[config.mk]
export PLATFORM = sky130hd
export DESIGN_NAME = mem_port_arbiter
export DESIGN_NICKNAME = d
export VERILOG_FILES = /design/src/rtl/mem_port_arbiter_pkg.sv /design/src/rtl/mem_port_arbiter.sv
export SDC_FILE = /design/constraint.sdc
export NUM_CORES = 1
export LEC_CHECK = 0
export CAP_MARGIN = 10
export CORE_AREA = 2 2 107 109
export CTS_BUF_LIST = sky130_fd_sc_hd__clkbuf_8 sky130_fd_sc_hd__clkbuf_16
export CTS_CLUSTER_DIAMETER = 120
export DETAILED_ROUTE_END_ITERATION = 10
export DIE_AREA = 0 0 109 111
export SYNTH_ARGS = -nofsm -noshare
export SYNTH_HDL_FRONTEND = slang
export SYNTH_SLANG_ARGS = --single-unit
[constraint.sdc]
create_clock -name CLK -period 2.1 [get_ports CLK]
set_clock_uncertainty 0.05 [all_clocks]
set_input_delay 0.42 -clock CLK [delete_from_list [all_inputs] [get_ports CLK]]
set_output_delay 0.42 -clock CLK [all_outputs]
set_load 0.05 [all_outputs]
[src/rtl/mem_port_arbiter_pkg.sv]
// Shared encodings for the memory-port arbiter: rw_flag opcodes, owner ids, FSM states.
// Latency: n/a (constants only).
// Backpressure: n/a.
package mem_port_arbiter_pkg;

    // rw_flag protocol shared by both requesters and the memory controller
    localparam logic [1:0] RW_NONE  = 2'd0;
    localparam logic [1:0] RW_READ  = 2'd1;
    localparam logic [1:0] RW_WRITE = 2'd2;

    // Which requester owns the outstanding memory transaction
    localparam logic [1:0] OWN_NONE = 2'd0;
    localparam logic [1:0] OWN_I    = 2'd1;
    localparam logic [1:0] OWN_D    = 2'd2;

    // Arbiter FSM states
    localparam logic ST_IDLE = 1'b0;
    localparam logic ST_WAIT = 1'b1;

endpackage

[src/rtl/mem_port_arbiter.sv]
// Shares one memory port between instruction fetch (I) and the MEM stage (D); D has priority, I gets anti-starvation.
// Latency: chosen request reaches memory combinationally (0 cycles); completion routed back in the mem_done cycle.
// Backpressure: x_busy is raised for any live request not issued this cycle; mem_busy stalls all issue.
module mem_port_arbiter
    import mem_port_arbiter_pkg::*;
#(
    parameter int STARVE_LIMIT = 4,
    parameter int CNT_W        = 3
) (
    input  logic        CLK,
    input  logic        RST,
    input  logic [1:0]  i_rw_flag,
    input  logic [31:0] i_addr,
    output logic        i_busy,
    output logic        i_done,
    output logic [31:0] i_read_data,
    input  logic [1:0]  d_rw_flag,
    input  logic [31:0] d_addr,
    input  logic [31:0] d_write_data,
    input  logic [3:0]  d_write_mask,
    output logic        d_busy,
    output logic        d_done,
    output logic [31:0] d_read_data,
    output logic [1:0]  rw_flag,
    output logic [31:0] addr,
    output logic [31:0] write_data,
    output logic [3:0]  write_mask,
    input  logic        mem_busy,
    input  logic        mem_done,
    input  logic [31:0] read_data
);

    localparam logic [CNT_W-1:0] LIMIT_C = CNT_W'(STARVE_LIMIT);

    logic             state_q, state_d;
    logic [1:0]       owner_q, owner_d;
    logic [CNT_W-1:0] starve_cnt_q, starve_cnt_d;

    logic i_req, d_req, can_issue, issue_i, issue_d;

    // Fetch can only read; any other encoding counts as idle.
    assign i_req = (i_rw_flag == RW_READ);
    assign d_req = (d_rw_flag != RW_NONE);

    // Pick a winner and drive the memory request straight through; everything is quiet while in reset.
    always_comb begin
        can_issue  = 1'b0;
        issue_i    = 1'b0;
        issue_d    = 1'b0;
        rw_flag    = RW_NONE;
        addr       = 32'd0;
        write_data = 32'd0;
        write_mask = 4'd0;
        if (!RST) begin
            can_issue = !mem_busy && ((state_q == ST_IDLE) || (state_q == ST_WAIT && mem_done));
            if (can_issue) begin
                if (starve_cnt_q < LIMIT_C) begin
                    issue_d = d_req;
                    issue_i = !d_req && i_req;
                end else begin
                    issue_i = i_req;
                    issue_d = !i_req && d_req;
                end
            end
            if (issue_d) begin
                rw_flag    = d_rw_flag;
                addr       = d_addr;
                write_data = d_write_data;
                write_mask = d_write_mask;
            end else if (issue_i) begin
                rw_flag = RW_READ;
                addr    = i_addr;
            end
        end
    end

    // Busy/done/read-data back to the requesters; a done with no owner is silently dropped.
    always_comb begin
        i_busy      = 1'b0;
        d_busy      = 1'b0;
        i_done      = 1'b0;
        d_done      = 1'b0;
        i_read_data = 32'd0;
        d_read_data = 32'd0;
        if (!RST) begin
            i_busy = i_req && !issue_i;
            d_busy = d_req && !issue_d;
            i_done = mem_done && (owner_q == OWN_I);
            d_done = mem_done && (owner_q == OWN_D);
            if (i_done) i_read_data = read_data;
            if (d_done) d_read_data = read_data;
        end
    end

    // Next state, owner and starvation count.
    always_comb begin
        state_d      = state_q;
        owner_d      = owner_q;
        starve_cnt_d = starve_cnt_q;
        if (issue_i || issue_d) begin
            state_d = ST_WAIT;
            owner_d = issue_i ? OWN_I : OWN_D;
        end else if (state_q == ST_WAIT && mem_done) begin
            state_d = ST_IDLE;
            owner_d = OWN_NONE;
        end
        if (!i_req || issue_i) begin
            starve_cnt_d = '0;
        end else if (issue_d && starve_cnt_q < LIMIT_C) begin
            starve_cnt_d = starve_cnt_q + 1'b1;
        end
    end

    // State registers; reset abandons any outstanding transaction.
    always_ff @(posedge CLK or posedge RST) begin
        if (RST) begin
            state_q      <= ST_IDLE;
            owner_q      <= OWN_NONE;
            starve_cnt_q <= '0;
        end else begin
            state_q      <= state_d;
            owner_q      <= owner_d;
            starve_cnt_q <= starve_cnt_d;
        end
    end

endmodule

==> results.cfg <==
[outcome]
status = complete, but fails checks
violations = setup timing

[logic_synthesis]
seq_area_frac_synth_pct = 8.42
avgSynthCellArea_um2 = 7.34
synth_nets = 384
yosys_most_used_dff = dfrtp_1
ys_seq_elements = 6
async_flop_share_pct = 100
ys_warn_count = 0
synth_cells = 243
synth_edf_count = 0
yosys.cell_types.count = 31
synth_area_mm2 = 0.00178

[detailed_routing]
via_per_inst = 4.64
ant_nets = 0
wl_per_cell_um = 19.8
drc_errors = 0
first_pass_iters = 4
wirelength_um = 13700
drt-initial-drc-count = 105
vias = 3219

[sta]
finalHoldViolCount = 0
max_slew_margin_pct = 81.6
finalSetupViolations = 21
slew_viol_final = 0
fin_crit_sh_pct = 103
fmax_ghz = 0.464
rsz0062_at_grt = yes
setup_slack_ns = -0.0554
period_needed_ns = 2.16
setup_tns_ns = -0.683
tightest_slew_ns = 0.274

[critical_path]
crit_slowest_cell = or2_4
cp.depth = 8
start_kind = primary input
critPathKind = primary input to output pin
worst_setup_path_end_kind = output pin
crit_buf_inv = 5
required_ns = 1.63
path_common_cell = buf_6
cp_cell_sequence = buf_6 -> or2_4 -> nor2_4 -> buf_6 -> clkbuf_16 -> buf_8 -> and3_4 -> buf_12
arrival_ns = 1.69
crit_family = buffers and inverters
slowest_delay_ns = 0.26
cp_max_fo = 8
reg2reg_depth = 6

[clock_tree]
cts_hold_buf = 0
cts_max_level = 1
clock-sinks = 6
clk-insertion-delay-late_ns = 0.23
cts_inserted_buffers = 3
cts_tree = built
cts_buffer_depth = 2
cts_root_buffer = clkbuf_16
clk_pin_slew_ns = 0.03

[pwr]
finalPower_w = 0.00195
power_density_mw_per_mm2 = 279
p_leak_nw = 3.10
irDropWorstVdd_mv = 0.333

[place]
place_area_mm2 = 0.00624
gp_congestion = 0.858
io_buffers = 277
dpl.hpwl_um = 9710

[grt]
grt_start_max_net_pins = 39
antenna_found_initial = 1
first_global_vias = 3243
grt_pass1_wl_um = 19300
grtUsageTotal_pct = 20.6
overflow = 0

[die]
dieArea_mm2 = 0.0121
io_pins = 278
initial_core_util_pct = 16.1
die_w_um = 109
die_h_um = 111
num_rows = 39
core-area_mm2 = 0.0111

[hold_path]
hp-class = primary input to asynchronous set/reset pin

[run]
cap_violations = 0

[layout]
final_cell_area_mm2 = 0.00699
syn_to_final_growth_pct = 292
register_area_um2 = 150
num-fill-cells = 874
fin_util_pct = 63.1
fin_nets = 694
diodes = 0
multi_input_area_mm2 = 0.00170
layout-drive-gt1-share_pct = 53.2
## layer usage
layer	wire (µm)	up-vias	part of all wire, %	global-route usage [%]
met5	0	-	0	0
met4	187	0	1.4	2.14
met3	687	18	5.0	3.47
met2	7660	110	56	38.9
met1	5190	1570	38	24.5
li1	-	1521	-	-
## cell families after synthesis
logic type	share of synthesized area (%)
AOI/OAI and AO/OA	23.6
adders and majority gates	0.701
buffers and inverters	11.1
DFF	8.41
and+or+nand+nor	56.2
## per-stage QoR
step | worst slack [ns] | instances | hold slack, ns
floorplan | 0.106 | 243 | 0.161
CTS | -0.0767 | 685 | 0.360
global placement | -0.284 | 660 | 0.477
finish | -0.0554 | 694 | 0.338
detailed placement | -0.311 | 660 | 0.489
global route | -0.0933 | 694 | 0.355
## synthesized netlist by cell type, types with 3 or more instances
cell      count  area (µm²)
a32o_1       32         320
buf_6         6        67.6
nor2_1        4        15.0
and3_1       69         432
nand2_1       3        11.3
dfrtp_1       6         150
buf_2        17        85.1
and2_1       64         400
a21oi_1       6        30.0
clkbuf_1      5        18.8
buf_4         3        22.5
o21ai_0       3        15.0
## worst min-delay path: stages
cell and delay, ns:
buf_6 0.09, buf_4 0.13, buf_4 0.14, inv_1 0.19
## cell type report
class	count	share of cell area (%)
timing repair buffer	336	69.8
multi-input combinational	205	24.4
tap	143	2.56
sequential	6	2.15
clock buffer	3	1.07
inverter	1	0.0537
## path summary, 6_finish.rpt
check | startpoint | to | slack, ns
hold reg to reg | starve_cnt_q[1]$_DFFE_PP0P_ | starve_cnt_q[1]$_DFFE_PP0P_ | 0.50
setup reg to reg | state_q$_DFFE_PP0P_ | starve_cnt_q[2]$_DFFE_PP0P_ | 0.59
setup / recovery | RST | write_data[27] | -0.06
hold / removal | RST | state_q$_DFFE_PP0P_ | 0.34
max in group asynchronous | RST | starve_cnt_q[2]$_DFFE_PP0P_ | 1.47
min in group CLK | starve_cnt_q[1]$_DFFE_PP0P_ | starve_cnt_q[1]$_DFFE_PP0P_ | 0.50
## report_power, final
group	leakage, nW	switching (W)	internal, W
sequential	0.0793	0.00000681	0.000125
combinational	2.98	0.000689	0.000828
clock	0.0370	0.0000591	0.000244
## repair_timing
action	CTS	global route
setup buffers	16	8
gates cloned	6	2
resized for setup	65	59
pin swaps	13	25
setup endpoints to repair	138	64
## state kept, by name, summed over array words and instances, names as in the netlist
name          count
starve_cnt_q      3
owner_q           2
state_q           1
## cells in the final DEF, fill, tap and decap left out, drive strengths merged, types with 2 or more instances in the layout
master           n
a21oi            7
a32o            32
a32oi            2
and2            64
and3            69
and4bb           2
buf            202
clkbuf           5
clkdlybuf4s50  132
dfrtp            6
nand2            3
nand2b           3
nand4            2
nor2             7
nor3             2
o21ai            4
or2              2
No activity file was read; power rests on OpenSTA's default activity.
